File: src/rtl/regfile_write_buffer_pkg.sv
// Shared register-file definitions for the writeback buffer: widths, the zero
// register index and the writeback entry layout.
package regfile_write_buffer_pkg;
  localparam int REG_ADDR_W = 5;
  localparam int WORD_W     = 32;
  localparam int REG_ZERO   = 0;

  typedef struct packed {
    logic [REG_ADDR_W-1:0] rd;
    logic [WORD_W-1:0]     data;
  } wb_entry_t;
endpackage

File: src/rtl/regfile_write_buffer_wb_fifo.sv
// Circular storage for queued writebacks: entry arrays, read/write pointers
// and occupancy count. The caller guarantees no push when full, no pop when empty.
module regfile_write_buffer_wb_fifo #(
  parameter int DEPTH  = 4,
  parameter int DATA_W = 32,
  parameter int ADDR_W = 5
) (
  input  logic                           clk_i,
  input  logic                           rst_i,
  input  logic                           push_i,
  input  logic                           pop_i,
  input  logic [ADDR_W-1:0]              reg_i,
  input  logic [DATA_W-1:0]              data_i,
  output logic [ADDR_W-1:0]              head_reg_o,
  output logic [DATA_W-1:0]              head_data_o,
  output logic [$clog2(DEPTH):0]         count_o,
  output logic [$clog2(DEPTH)-1:0]       rd_ptr_o,
  output logic [DEPTH-1:0][ADDR_W-1:0]   regs_o,
  output logic [DEPTH-1:0][DATA_W-1:0]   datas_o
);
  localparam int PTR_W = $clog2(DEPTH);
  localparam int CNT_W = PTR_W + 1;

  logic [PTR_W-1:0]              wr_ptr_q, wr_ptr_d;
  logic [PTR_W-1:0]              rd_ptr_q, rd_ptr_d;
  logic [CNT_W-1:0]              count_q, count_d;
  logic [DEPTH-1:0][ADDR_W-1:0]  regs_q;
  logic [DEPTH-1:0][DATA_W-1:0]  datas_q;

  // Pointers wrap naturally because DEPTH is a power of two.
  always_comb begin
    wr_ptr_d = wr_ptr_q;
    rd_ptr_d = rd_ptr_q;
    count_d  = count_q;
    if (push_i) wr_ptr_d = wr_ptr_q + PTR_W'(1);
    if (pop_i)  rd_ptr_d = rd_ptr_q + PTR_W'(1);
    case ({push_i, pop_i})
      2'b10:   count_d = count_q + CNT_W'(1);
      2'b01:   count_d = count_q - CNT_W'(1);
      default: count_d = count_q;
    endcase
  end

  always_ff @(posedge clk_i or posedge rst_i) begin
    if (rst_i) begin
      wr_ptr_q <= '0;
      rd_ptr_q <= '0;
      count_q  <= '0;
    end else begin
      wr_ptr_q <= wr_ptr_d;
      rd_ptr_q <= rd_ptr_d;
      count_q  <= count_d;
    end
  end

  always_ff @(posedge clk_i) begin
    if (push_i) begin
      regs_q[wr_ptr_q]  <= reg_i;
      datas_q[wr_ptr_q] <= data_i;
    end
  end

  assign head_reg_o  = regs_q[rd_ptr_q];
  assign head_data_o = datas_q[rd_ptr_q];
  assign count_o     = count_q;
  assign rd_ptr_o    = rd_ptr_q;
  assign regs_o      = regs_q;
  assign datas_o     = datas_q;
endmodule

File: src/rtl/regfile_write_buffer.sv
// Writeback queue in front of the register file's single write port.
// Define REGFILE_WRITE_BUFFER_FWD_EN to let ID forward from pending writes.
module regfile_write_buffer
  import regfile_write_buffer_pkg::*;
#(
  parameter int DEPTH  = 4,
  parameter int DATA_W = WORD_W,
  parameter int ADDR_W = REG_ADDR_W
) (
  input  logic                   Clk,
  input  logic                   Reset,
  input  logic                   InValid,
  output logic                   InReady,
  input  logic [ADDR_W-1:0]      InReg,
  input  logic [DATA_W-1:0]      InData,
  output logic [ADDR_W-1:0]      WriteRegister,
  output logic [DATA_W-1:0]      WriteData,
  output logic                   RegWrite,
  output logic [$clog2(DEPTH):0] Count,
  input  logic [ADDR_W-1:0]      LookupReg1,
  input  logic [ADDR_W-1:0]      LookupReg2,
  output logic                   FwdHit1,
  output logic                   FwdHit2,
  output logic [DATA_W-1:0]      FwdData1,
  output logic [DATA_W-1:0]      FwdData2
);
  localparam int PTR_W = $clog2(DEPTH);
  localparam int CNT_W = PTR_W + 1;

  logic                          push, pop;
  logic [ADDR_W-1:0]             head_reg;
  logic [DATA_W-1:0]             head_data;
  logic [CNT_W-1:0]              count;
  logic [PTR_W-1:0]              rd_ptr;
  logic [DEPTH-1:0][ADDR_W-1:0]  fifo_regs;
  logic [DEPTH-1:0][DATA_W-1:0]  fifo_datas;
  logic                          regwrite_q;
  logic [ADDR_W-1:0]             wr_reg_q;
  logic [DATA_W-1:0]             wr_data_q;

  // Writes to r0 are consumed here so they never occupy a slot or a port cycle.
  assign InReady = (count < CNT_W'(DEPTH));
  assign push    = InValid && InReady && (InReg != ADDR_W'(REG_ZERO));
  assign pop     = (count != '0);

  regfile_write_buffer_wb_fifo #(
    .DEPTH (DEPTH),
    .DATA_W(DATA_W),
    .ADDR_W(ADDR_W)
  ) u_fifo (
    .clk_i      (Clk),
    .rst_i      (Reset),
    .push_i     (push),
    .pop_i      (pop),
    .reg_i      (InReg),
    .data_i     (InData),
    .head_reg_o (head_reg),
    .head_data_o(head_data),
    .count_o    (count),
    .rd_ptr_o   (rd_ptr),
    .regs_o     (fifo_regs),
    .datas_o    (fifo_datas)
  );

  always_ff @(posedge Clk or posedge Reset) begin
    if (Reset) begin
      regwrite_q <= 1'b0;
      wr_reg_q   <= '0;
      wr_data_q  <= '0;
    end else begin
      regwrite_q <= pop;
      if (pop) begin
        wr_reg_q  <= head_reg;
        wr_data_q <= head_data;
      end
    end
  end

  assign RegWrite      = regwrite_q;
  assign WriteRegister = wr_reg_q;
  assign WriteData     = wr_data_q;
  assign Count         = count;

`ifdef REGFILE_WRITE_BUFFER_FWD_EN
  // Scan oldest-to-youngest so the youngest match overrides; the output stage
  // is checked first because it is older than anything still queued.
  function automatic logic [DATA_W:0] fwd_search(
    input logic [ADDR_W-1:0]             lk,
    input logic                          out_vld,
    input logic [ADDR_W-1:0]             out_reg,
    input logic [DATA_W-1:0]             out_data,
    input logic [CNT_W-1:0]              cnt,
    input logic [PTR_W-1:0]              rptr,
    input logic [DEPTH-1:0][ADDR_W-1:0]  regs,
    input logic [DEPTH-1:0][DATA_W-1:0]  datas
  );
    logic [DATA_W:0]  res;
    logic [PTR_W-1:0] idx;
    res = '0;
    if (out_vld && (out_reg == lk)) res = {1'b1, out_data};
    for (int i = 0; i < DEPTH; i++) begin
      idx = rptr + PTR_W'(i);
      if ((CNT_W'(i) < cnt) && (regs[idx] == lk)) res = {1'b1, datas[idx]};
    end
    if (lk == ADDR_W'(REG_ZERO)) res = '0;
    return res;
  endfunction

  assign {FwdHit1, FwdData1} = fwd_search(LookupReg1, regwrite_q, wr_reg_q, wr_data_q,
                                          count, rd_ptr, fifo_regs, fifo_datas);
  assign {FwdHit2, FwdData2} = fwd_search(LookupReg2, regwrite_q, wr_reg_q, wr_data_q,
                                          count, rd_ptr, fifo_regs, fifo_datas);
`else
  logic unused_fwd;
  assign unused_fwd = ^{LookupReg1, LookupReg2, rd_ptr, fifo_regs, fifo_datas};
  assign FwdHit1  = 1'b0;
  assign FwdHit2  = 1'b0;
  assign FwdData1 = '0;
  assign FwdData2 = '0;
`endif
endmodule
File: config.mk
export PLATFORM = sky130hd
export DESIGN_NAME = regfile_write_buffer
export DESIGN_NICKNAME = d
export VERILOG_FILES = /design/src/rtl/regfile_write_buffer_pkg.sv /design/src/rtl/regfile_write_buffer_wb_fifo.sv /design/src/rtl/regfile_write_buffer.sv
export SDC_FILE = /design/constraint.sdc
export NUM_CORES = 1
export LEC_CHECK = 0
export CAP_MARGIN = 0
export CORE_ASPECT_RATIO = 0.5
export CORE_UTILIZATION = 40
export CTS_BUF_LIST = sky130_fd_sc_hd__clkbuf_16
export DETAILED_ROUTE_END_ITERATION = 16
export PLACE_DENSITY = 0.67
export SYNTH_ARGS = -nofsm -noshare
export SYNTH_HDL_FRONTEND = slang
export SYNTH_SLANG_ARGS = --single-unit
File: constraint.sdc
create_clock -name Clk -period 2 [get_ports Clk]
set_clock_uncertainty 0.1 [all_clocks]
set_input_delay 0.3 -clock Clk [delete_from_list [all_inputs] [get_ports Clk]]
set_output_delay 0.3 -clock Clk [all_outputs]
set_load 0.01 [all_outputs]
## Yosys cells after proc, flatten, opt, wreduce, memory -nomap -nowiden

Cells that the tools add are included.

- Flip-flop bits (word level): 193
- Bits in latches: 0
- Bits in writable memories: 0
- Bits in read-only memories: 0
- Bits of input ports: 50
- Output and inout port bits: 108
- Logic and storage cells: 41
- Memories kept: 0

- $add $sub $neg: 4
- Multipliers: 0
- Div/mod/pow operators: 0
- Order comparisons: 4
- Equal/unequal tests: 2
- Shifts and indexed selects: 0
- Mux-type cells: 11
- Bitwise operators: 0
- Reductions and logical operators: 6

Operators by type and width:

| cell | number |
|---|---|
| $bwmux 128 | 1 |
| $bmux 32 s2 | 1 |
| $demux 32 s2 | 1 |
| $mux 32 | 2 |
| $bwmux 20 | 1 |
| $bmux 5 s2 | 1 |
| $demux 5 s2 | 1 |
| $mux 5 | 2 |
| $lt 2x3->1 const B | 2 |
| $pmux 3 s2 | 1 |
| $reduce_bool 5->1 | 1 |
| $add 2x1->2 const B | 2 |
| $add 3x1->3 const B | 1 |
| $logic_and 1x1->1 | 3 |
| $lt 3x3->1 const B | 1 |
| $reduce_bool 3->1 | 1 |
| $sub 3x1->3 const B | 1 |
| $eq 2x1->1 const B | 1 |
| $eq 2x2->1 const B | 1 |
| $ge 2x1->1 const B | 1 |
| $reduce_bool 2->1 | 1 |

## Longest topological paths before layout

- Word-level depth: 5
- Depth in mapped cells: 9
- Mapped depth without buffers: 9

## Cells and area by module

A second synthesis with hierarchy kept.

- Cells, all modules: 377
- Area, all modules: 7,651.1 µm²

Modules (own cells, without submodules):

| module | times used | cells an instance | area an instance (µm²) | seq. area each (µm²) |
|---|---|---|---|---|
| regfile_write_buffer_wb_fifo | 1 | 225 | 5,711.7 | 4,619.4 |
| regfile_write_buffer | 1 | 152 | 1,939.4 | 950.9 |

## Least setup slack after synthesis

Ideal clock, no wire load.

- Kind: input -> register
- Start: in InReg[1]
- End: reg u_fifo.count_q[2], in the netlist u_fifo.count_o[2]
- Setup time: 80 ps
- Arrival: 2,015 ps
- Data required time: 1,820 ps
- Slack: -195 ps
- Stages: 9
- Buffers on the path: 0
- Cells stage by stage: or3_1 o311a_4 inv_1 ha_1 inv_1 fa_1 xor2_1 nor2_1 xnor2_1

- Cells in the longest elaborated chain, start to end: 4
- Elaborated cells on any way between the ends: 6
- Classes of those cells: eq/ne: 2; mux: 1; reduce/logical: 3

Ends and longest elaborated chain:

| item | line | source |
|---|---|---|
| from (decl) | regfile_write_buffer.sv:14 | `input logic [ADDR_W-1:0] InReg,` |
| $reduce_bool 5->1 * | regfile_write_buffer.sv:43 | `assign push = InValid && InReady && (InReg != ADDR_W'(REG_ZERO));` |
| $logic_and 1x1->1 * | regfile_write_buffer.sv:43 |  |
| $eq 2x1->1 / $eq 2x2->1 (equally long branches) | regfile_write_buffer_wb_fifo.sv:37 | `case ({push_i, pop_i})` |
| $pmux 3 s2 / $reduce_bool 2->1 (equally long branches) | - |  |
| to (signal assigned) | regfile_write_buffer_wb_fifo.sv:52 | `count_q <= count_d;` |
| to (decl) | regfile_write_buffer_wb_fifo.sv:26 | `logic [CNT_W-1:0] count_q, count_d;` |

Mark *: on every way between the ends. The rest lies on a longest branch, timed or not.
A chain may end at the register's enable or synchronous reset.

## Final worst setup path

- Start: in InReg[3]
- End: reg u_fifo.count_q[2], in the netlist u_fifo.count_o[2]

The elaborated chain is that of the path after synthesis.

==> metrics <==
HP Class=in2reg; top cells by area, synth=edfxtp_1 58%, dfrtp_1 15%, mux4_2 11%, buf_4 6.5%, nand2_1 5.5%; Slew @ Worst Pin=523 ps; Clock Path Buffers=2; crit path DAT=2180 ps; count of final max-slew check failures=0; Setup Buffers After CTS=0; Clock Latency Late Sink=430 ps; CP Max Fanout=2; post-synth top area share=57.9%; detailed-route DRC error count=0; CTS root buf=clkbuf_16; Die Area=19800 sq um; Finished Core Util=50.4%; CTS clock-pin slew for the worst setup and hold paths=70 ps; htree depth=4; layout net count=616; Most used DFF post-synth=edfxtp_1; fmax=0.515 GHz; cell area power density=1420 nW/um^2; most common cell in the synthesized netlist=edfxtp_1; Leak Pwr=3.53 nW; post-synthesis sequential area ratio=72.6%; met1 global-route usage=20.1%; Port Buffers=81; Sink Count=193; number of synthesized flops with an enable pin=148; Async SR Flop Fraction=23.3%; global-route wire length before repair=21700 um; CP endpoint kind=flip-flop; hold_ws=71.7 ps; Tmin final=1940 ps; P&R area growth vs syn=22.1%; Max VDD drop=0.855 mV; initial core utilization=41.3%; worst rel slew slack=65.1%; count of final setup violators=0; initial antenna violation count=0; drt initial violations=247; Post-DP HPWL=8640 um; critical path startpoint category=input port; drt first pass iters=4; top post-synthesis cells by count=148 x edfxtp_1, 112 x nand2_1, 66 x buf_4, 45 x dfrtp_1, 37 x mux4_2; GRT Util Overall=15.0%; Final Cycle Share=97.1%; post-synth cell types=21; CP Data Required Time=2240 ps; max cap viols=0; CTS tree=yes; vias in the first global route=3940; RePlAce Congestion=0.727; drt total wl=13800 um; Most Crowded Layer GR=met2; Hold Vio Cnt, Final=0; Die X=198 um; Yosys warning count=0; routing usage on met2=23.9%; worst setup path class=in2reg; Yosys top cell by area=edfxtp_1; status=finished, final reports clean; number of antenna-violating nets in the routed design=0; Synth Cell Area=7670 sq um; Avg Cell Area, Syn=16.8 sq um; n_diodes=0; Seq cells post-synth=193; grt met3 use=3.66%; Post-Syn Instances=456; TritonCTS Buffers=17; wire per inst=16.6 um; RSZ-0062 raised after global routing=false; io pins=158; standard-cell rows=35; layout cells sized above 1=18.8%; grt total ovfl=0; routed vias/inst=4.51; largest net degree at the start of global routing=46; core region area=18600 sq um; Vert. Die Dim=99.9 um; via count=3756
==> through the flow <==
| stage | cell area (sq um) | setup TNS (ps) | std cells | power (mW) | setup slack [ps] |
|---|---|---|---|---|---|
| floorplan | 7930 | -252 | 521 | 8.38 | -175 |
| global placement | 8780 | -64780 | 800 | 10.1 | -653 |
| detailed placement | 8780 | -65780 | 800 | 10.2 | -667 |
| CTS | 9370 | 0 | 832 | 13.6 | 37.0 |
| global route | 9360 | 0 | 832 | 14.1 | 2.06 |
| finish | 9360 | 0 | 832 | 13.3 | 57.4 |
==> cell usage in the layout (no fill, tap or decap), drive strengths merged <==
master and n:
conb 66, mux4 37, xor2 1, nor3 1
or3 1, clkinv 4, bufinv 1, edfxtp 148
mux2 1, nor2 1, nand2 112, ha 5
clkbuf 19, fa 1, clkinvlp 2, dfrtp 45
and2 4, o311a 1, buf 22, clkdlybuf4s50 77
inv 17, xnor2 5, dlymetal6s2s 1, mux2i 1
==> cell type report <==
cell class,instances,area [sq um]
Clock buffer,17,425
Clock inverter,15,153
Fill cell,1502,9200
Inverter,9,36.3
Multi-Input combinational cell,237,1750
Sequential cell,193,5570
Tap cell,259,324
Timing Repair Buffer,102,1100
==> kinds of logic (layout without fill, tap and decap cells) <==
family / after synthesis / count (layout) / synth area share (%)
buf+inv: 91 / 143 / 8.03
simple gates: 119 / 119 / 6.07
xor+xnor: 6 / 6 / 0.685
mux: 39 / 39 / 11.2
fa+ha+maj: 6 / 6 / 1.08
compound gates: 1 / 1 / 0.277
flops: 193 / 193 / 72.6
other cells: 1 / 66 / 0.0489
==> worst max-delay path, cell delays in order <==
cell	delay, ps
buf_6	90
or3_4	380
o311a_4	380
inv_4	60
ha_4	120
inv_2	40
fa_2	370
xor2_1	170
nor2_1	130
xnor2_1	130
==> power by group <==
part,switching [mW],internal (mW),total (mW)
logic,2.10,2.28,4.38
registers,0.386,5.28,5.66
clock network,1.54,1.76,3.30
==> registers in the layout, summed over array words and instances (netlist names) <==
register         cells
u_fifo.count_o       3
u_fifo.regs_o       20
WriteRegister        5
u_fifo.rd_ptr_o      2
u_fifo.wr_ptr_q      2
WriteData           32
u_fifo.datas_o     128
RegWrite             1
==> routing by layer <==
layer / part of all wire, % / vias up
li1: - / 1713
met1: 43 / 1889
met2: 49 / 145
met3: 6.2 / 9
met4: 1.2 / 0
met5: 0 / -
==> what timing repair did <==
item                       CTS  global route
hold buffers                 0             0
setup endpoints to repair    5             1
pin swaps                    4             7
gates resized for setup      6             8
==> final timing paths <==
kind	startpoint	end	slack, ps	depth (start not counted)
max reg2reg	u_fifo.count_o[2]$_DFFE_PP0P_	u_fifo.count_o[2]$_DFFE_PP0P_	120	9
max	InReg[3]	u_fifo.count_o[2]$_DFFE_PP0P_	60	10
min reg2reg	WriteData[3]$_DFFE_PP0N_	WriteData[3]$_DFFE_PP0N_	360	2
min in group asynchronous	Reset	WriteData[6]$_DFFE_PP0N_	150	3
max in group asynchronous	Reset	u_fifo.rd_ptr_o[1]$_DFFE_PP0N_	1390	3
min	InReg[3]	u_fifo.regs_o[8]$_DFFE_PP_	70	2
Power figures use the tool's default switching activity.
